`src/rtl/dma_pkg.sv`:
```
// Shared types and constants for the DMA priority resolver.
// Rotating priority is compiled in only when DMA_ROTATING_PRIORITY_EN is defined.
package dma_pkg;

    localparam int NUM_CH_DEFAULT = 4;
    localparam int CH_W           = 2;

    // Bit positions inside commandReg.
    localparam int CMD_DISABLE   = 2;
    localparam int CMD_ROTATE    = 4;
    localparam int CMD_DREQ_LOW  = 6;
    localparam int CMD_DACK_HIGH = 7;

    typedef enum logic [1:0] {
        ST_IDLE  = 2'd0,
        ST_REQ   = 2'd1,
        ST_GRANT = 2'd2
    } dma_state_e;

endpackage

```
`src/rtl/dma_prio_pick.sv`:
```
// Combinational winner select: request vector plus last-serviced pointer gives a channel index.
// The highest-priority channel is 0 when fixed, or the one after i_last_ch when rotating.
module dma_prio_pick
    import dma_pkg::*;
#(
    parameter int NUM_CH = NUM_CH_DEFAULT
) (
    input  logic [NUM_CH-1:0] i_req,
    input  logic              i_rotate,
    input  logic [CH_W-1:0]   i_last_ch,
    output logic              o_valid,
    output logic [CH_W-1:0]   o_idx
);

    int              w_ch;
    logic [CH_W-1:0] w_ch_idx;

    always_comb begin
        // NOTE: every output gets a default first so no path leaves it unassigned and infers a latch.
        o_valid  = 1'b0;
        o_idx    = '0;
        w_ch     = 0;
        w_ch_idx = '0;
        // Walk from lowest to highest priority so the best requester is written last.
        for (int rank = NUM_CH - 1; rank >= 0; rank--) begin
            w_ch     = i_rotate ? (int'(i_last_ch) + 1 + rank) % NUM_CH : rank;
            w_ch_idx = CH_W'(w_ch);
            if (i_req[w_ch_idx]) begin
                o_valid = 1'b1;
                o_idx   = w_ch_idx;
            end
        end
    end

endmodule

```
`src/rtl/dma_priority_resolver.sv`:
```
// DMA channel priority resolver: IDLE -> REQ -> GRANT handshake with HRQ/HLDA and per-channel DACK.
// Define DMA_ROTATING_PRIORITY_EN to honour commandReg[4] rotating priority; otherwise fixed priority.
module dma_priority_resolver
    import dma_pkg::*;
#(
    parameter int NUM_CH = NUM_CH_DEFAULT
) (
    input  logic              CLK,
    input  logic              RESET,
    input  logic [NUM_CH-1:0] DREQ,
    input  logic [7:0]        commandReg,
    input  logic [7:0]        requestReg,
    input  logic [7:0]        maskReg,
    input  logic              HLDA,
    input  logic              serviceDone,
    output logic              HRQ,
    output logic [NUM_CH-1:0] DACK,
    output logic              grantValid,
    output logic [1:0]        grantCh
);

    dma_state_e        r_state;
    logic [NUM_CH-1:0] r_dreq;
    logic [NUM_CH-1:0] r_active;
    logic              r_hrq;
    logic              r_grant_valid;
    logic [CH_W-1:0]   r_grant_ch;

    logic [NUM_CH-1:0] w_eff_req;
    logic              w_any_req;
    logic              w_rotate;
    logic [CH_W-1:0]   w_last_ch;
    logic              w_pick_valid;
    logic [CH_W-1:0]   w_pick_idx;
    logic              w_unused;

    assign w_eff_req = commandReg[CMD_DISABLE] ? '0
                     : (r_dreq | requestReg[NUM_CH-1:0]) & ~maskReg[NUM_CH-1:0];
    assign w_any_req = |w_eff_req;

`ifdef DMA_ROTATING_PRIORITY_EN
    logic [CH_W-1:0] r_last_ch;

    assign w_rotate  = commandReg[CMD_ROTATE];
    assign w_last_ch = r_last_ch;
    assign w_unused  = ^{commandReg[5], commandReg[3], commandReg[1:0],
                         requestReg[7:NUM_CH], maskReg[7:NUM_CH]};

    // Pointer moves only on a completed service; an HLDA abort leaves it alone.
    always_ff @(posedge CLK) begin
        if (RESET) begin
            r_last_ch <= CH_W'(NUM_CH - 1);
        end else if (r_state == ST_GRANT && serviceDone) begin
            r_last_ch <= r_grant_ch;
        end
    end
`else
    assign w_rotate  = 1'b0;
    assign w_last_ch = CH_W'(NUM_CH - 1);
    assign w_unused  = ^{commandReg[5], commandReg[CMD_ROTATE], commandReg[3], commandReg[1:0],
                         requestReg[7:NUM_CH], maskReg[7:NUM_CH]};
`endif

    dma_prio_pick #(
        .NUM_CH (NUM_CH)
    ) u_pick (
        .i_req     (w_eff_req),
        .i_rotate  (w_rotate),
        .i_last_ch (w_last_ch),
        .o_valid   (w_pick_valid),
        .o_idx     (w_pick_idx)
    );

    // NOTE: all state updates use <= so every branch sees the pre-edge values of the other registers.
    always_ff @(posedge CLK) begin
        if (RESET) begin
            r_state       <= ST_IDLE;
            r_dreq        <= '0;
            r_active      <= '0;
            r_hrq         <= 1'b0;
            r_grant_valid <= 1'b0;
            r_grant_ch    <= '0;
        end else begin
            r_dreq <= DREQ ^ {NUM_CH{commandReg[CMD_DREQ_LOW]}};
            case (r_state)
                ST_IDLE: begin
                    if (w_any_req) begin
                        r_state <= ST_REQ;
                        r_hrq   <= 1'b1;
                    end
                end
                ST_REQ: begin
                    if (!w_any_req) begin
                        r_state <= ST_IDLE;
                        r_hrq   <= 1'b0;
                    end else if (HLDA && w_pick_valid) begin
                        r_state       <= ST_GRANT;
                        r_grant_ch    <= w_pick_idx;
                        r_grant_valid <= 1'b1;
                        r_active      <= NUM_CH'(1) << w_pick_idx;
                    end
                end
                ST_GRANT: begin
                    // Completion and HLDA abort release the bus identically.
                    if (serviceDone || !HLDA) begin
                        r_state       <= ST_IDLE;
                        r_hrq         <= 1'b0;
                        r_grant_valid <= 1'b0;
                        r_active      <= '0;
                    end
                end
                default: begin
                    r_state <= ST_IDLE;
                end
            endcase
        end
    end

    assign HRQ        = r_hrq;
    assign grantValid = r_grant_valid;
    assign grantCh    = r_grant_ch;
    assign DACK       = commandReg[CMD_DACK_HIGH] ? r_active : ~r_active;

endmodule

```
`config.mk`:
```
export PLATFORM = sky130hd
export DESIGN_NAME = dma_priority_resolver
export DESIGN_NICKNAME = d
export VERILOG_FILES = /design/src/rtl/dma_pkg.sv /design/src/rtl/dma_prio_pick.sv /design/src/rtl/dma_priority_resolver.sv
export SDC_FILE = /design/constraint.sdc
export NUM_CORES = 1
export LEC_CHECK = 0
export CAP_MARGIN = 20
export CORE_MARGIN = 2
export CORE_UTILIZATION = 42
export CTS_BUF_LIST = sky130_fd_sc_hd__clkbuf_4 sky130_fd_sc_hd__clkbuf_8 sky130_fd_sc_hd__clkbuf_16
export DETAILED_ROUTE_END_ITERATION = 8
export PLACE_DENSITY_LB_ADDON = 0.08
export SETUP_SLACK_MARGIN = 0.3
export SLEW_MARGIN = 20
export SYNTH_ARGS = -nofsm -noshare
export SYNTH_HDL_FRONTEND = slang
export SYNTH_SLANG_ARGS = --single-unit
```
`constraint.sdc`:
```
create_clock -name CLK -period 5.6 [get_ports CLK]
set_input_delay 0.84 -clock CLK [delete_from_list [all_inputs] [get_ports CLK]]
set_output_delay 0.84 -clock CLK [all_outputs]
set_load 0.01 [all_outputs]
```
==> results.txt <==
mapped cell area: 790.8 um^2
number of endpoints with negative hold slack in the final report: 0
Min-Delay Startpoint: r_active[1]
Setup Buffers After CTS: 0
mux share of post-synthesis cell area: 0.02690
worst min-delay path class: register to register
Max Freq: 0.3342 GHz
hold path endpoint: r_active[1]
number of synthesis warnings: 0
final cell count without fillers: 149
Finish-stage setup viols: 0
number of unique standard cell types used by synthesis: 33
total overflow reported by the global router: 0
Max clock buf depth: 2
worst relative slew slack: 0.6512
fraction of synthesized cell area taken by the top area cell type: 0.3544
global placement routability congestion: 0.7852
Final Core Density: 0.6244
number of detailed-route iterations in the first pass: 4
area taken by multi-input logic gates: 480.5 um^2
synthesized net count: 134
share of synthesized flip-flops with an asynchronous set or reset: 0
Post-Syn Instances: 99
share of the clock period used by the worst path: 0.5343
number of DRC violations after detailed routing: 0
cell taking the most area after synthesis: dfxtp_1
main combinational cell family by area after synthesis: simple AND/OR/NAND/NOR gates
final HPWL from detailed placement: 1.306 mm
Die Width: 47.39 um
adder-cell share of the synthesized area: 0.04747
setup slack of the worst register-to-register path: 3.60 ns
footprint of the flip-flops and latches: 280.3 um^2
Core ar.: 0.001745 mm^2
type of origin of the critical path: input pin
total negative setup slack: 0 ns
post-synthesis to final-layout area growth: 37.82%
CTS tree: done
Crit. End Element: output port
floorplan row count: 15
commonest cells in the synthesized netlist: dfxtp_1 (14), nor2_1 (14), a21oi_1 (9)
CTS Hold Bufs: 0
effective utilization at floorplan: 0.4530
part of the Yosys area used for sequential elements: 0.3544
required time reported for the critical path endpoint: 4.76 ns
arrival time of data at the critical path endpoint: 2.15 ns
fin nets: 161
Final WS setup: 2.608 ns
total global routing track utilization: 0.1669
total I/O pin count: 40
area enclosed by the die boundary: 0.002246 mm^2
Compound-Gate Fraction of Synth Area: 0.1741
number of antenna violations at the first check in global routing: 0
number of enable flip-flop cells after synthesis: 0
number of cells in the design after placement: 146
R2R Path Start: r_state[1]
Maximum Capacitance Violations: 0
maximum VDD drop: 0.0001422 V
transition time at the pin with the least slew margin: 0.5232 ns
post-DR wirelength/cell: 10.88 um
worst flop-to-flop path endpoint: r_active[1]
total clock sinks: 14
unrepaired setup endpoints after global routing: false
power per cell area: 227.1 mW/mm^2
number of buffers created by CTS: 3
number of filler instances in the final layout: 168
cell at the root of the clock tree: clkbuf_4
ratio of cells with drive above 1 in the final layout: 0.08065
most used flip-flop cell after synthesis: dfxtp_1
result of the run: complete, no violations
crit path time final: 2.992 ns
Lkg Pwr: 0.0003888 uW
clock tree skew after final layout: 0.002096 ns
biggest area contributors in the synthesized netlist: dfxtp_1 (35%), xnor2_1 (8.9%), nor2_1 (6.6%), a21oi_1 (5.7%), ha_1 (4.7%)
I/O Buffers: 26
number of routed nets with antenna violations: 0
height of the die: 47.39 um
vias per cell: 5.195
worst reg-to-reg path cell count: 6
first-pass GRT wire length: 2.580 mm
mean cell area of the mapped netlist: 7.987 um^2
number of levels the H-tree was split into: 1
post-synthesis simple-gate area fraction: 0.2706
final antenna diode count: 0
source of the critical timing path: commandReg[7]
pre-CTS setup slack: 2.590 ns
register bit count reported by yosys: 14
Gates resized, CTS repair: 0
pin count of the biggest net entering global routing: 15
final wirelength: 1.621 mm
area share of xor/xnor cells in the synthesized design: 0.08861
maximum fanout along the worst path: 4
via count of the first global-routing pass: 629
number of max-slew violations in the final report: 0
worst setup path class: input pin to output port
Min-Delay Path Depth: 2
initial detailed-routing violation count: 16
via count: 774
Skew-Pair Late Insertion Delay: 0.27 ns
clk slew on worst S/H paths: 0.07 ns
==> cell usage in the layout, fill, tap and decap left out, types with 3 or more instances in the layout <==
cell and instances:
dfxtp_1 14, ha_1 3, nand2_1 8, inv_1 4, a21oi_1 9, xnor2_1 8, nor3_1 5, clkdlybuf4s50_1 26
nor2_1 14, clkbuf_4 3
==> per-layer routing <==
metal,global-route usage,share of wire,vias up
met5,0,0,-
met4,0.05000,0.0062,0
met3,0.06923,0.049,3
met2,0.2892,0.53,19
met1,0.1852,0.42,357
li1,-,-,395
==> registers in the layout, indices dropped and copies added (netlist names) <==
name and flops:
grantCh 2, r_active 4, HRQ 1, r_dreq 4, r_state 2, grantValid 1
==> where the power goes <==
group	leakage (uW)	total, uW	internal, uW	switching, uW
logic	0.000260	80.9	43.4	37.5
registers	0.000115	112	108	4.36
clock network	0.0000138	54.1	24.9	29.1
total	0.000389	247	176	71.0
==> stage by stage <==
stage / hold slack [ns] / power, uW / instance area, um^2
finish: 0.4640 / 247.4 / 1090
global route: 0.4870 / 265.4 / 1090
CTS: 0.4690 / 250.2 / 1090
detailed placement: 0.4588 / 196.0 / 1067
global placement: 0.4535 / 194.2 / 1067
floorplan: 0.4443 / 161.8 / 790.8
==> layout make-up <==
| class | instances | share of cell area |
|---|---|---|
| Multi-Input combinational cell | 77 | 0.4409 |
| Sequential cell | 14 | 0.2572 |
| Timing Repair Buffer | 26 | 0.2388 |
| Tap cell | 25 | 0.02870 |
| Clock buffer | 3 | 0.02067 |
| Inverter | 4 | 0.01378 |
==> critical path: stages <==
cell and delay [ns]:
clkdlybuf4s50_1 0.59, xnor2_1 0.16, clkdlybuf4s50_1 0.57
==> cells by family (layout without fill, tap and decap cells) <==
| group | Yosys count | in the layout |
|---|---|---|
| AO/OA/AOI/OAI | 21 | 21 |
| buffers and inverters | 8 | 33 |
| adder cells (fa/ha/maj) | 3 | 3 |
| multiplexers | 2 | 2 |
| AND/OR/NAND/NOR | 43 | 43 |
| flip-flops | 14 | 14 |
| XOR/XNOR | 8 | 8 |
==> worst max-delay path by stage <==
stage,endpoint,slack [ns]
2_1_floorplan,HRQ,3.28
3_3_place_gp,DACK[0],2.63
3_5_place_dp,DACK[1],2.59
4_1_cts,DACK[1],2.58
5_1_grt,DACK[1],2.56
6_report,DACK[1],2.61
No activity file was read; power rests on OpenSTA's default activity.
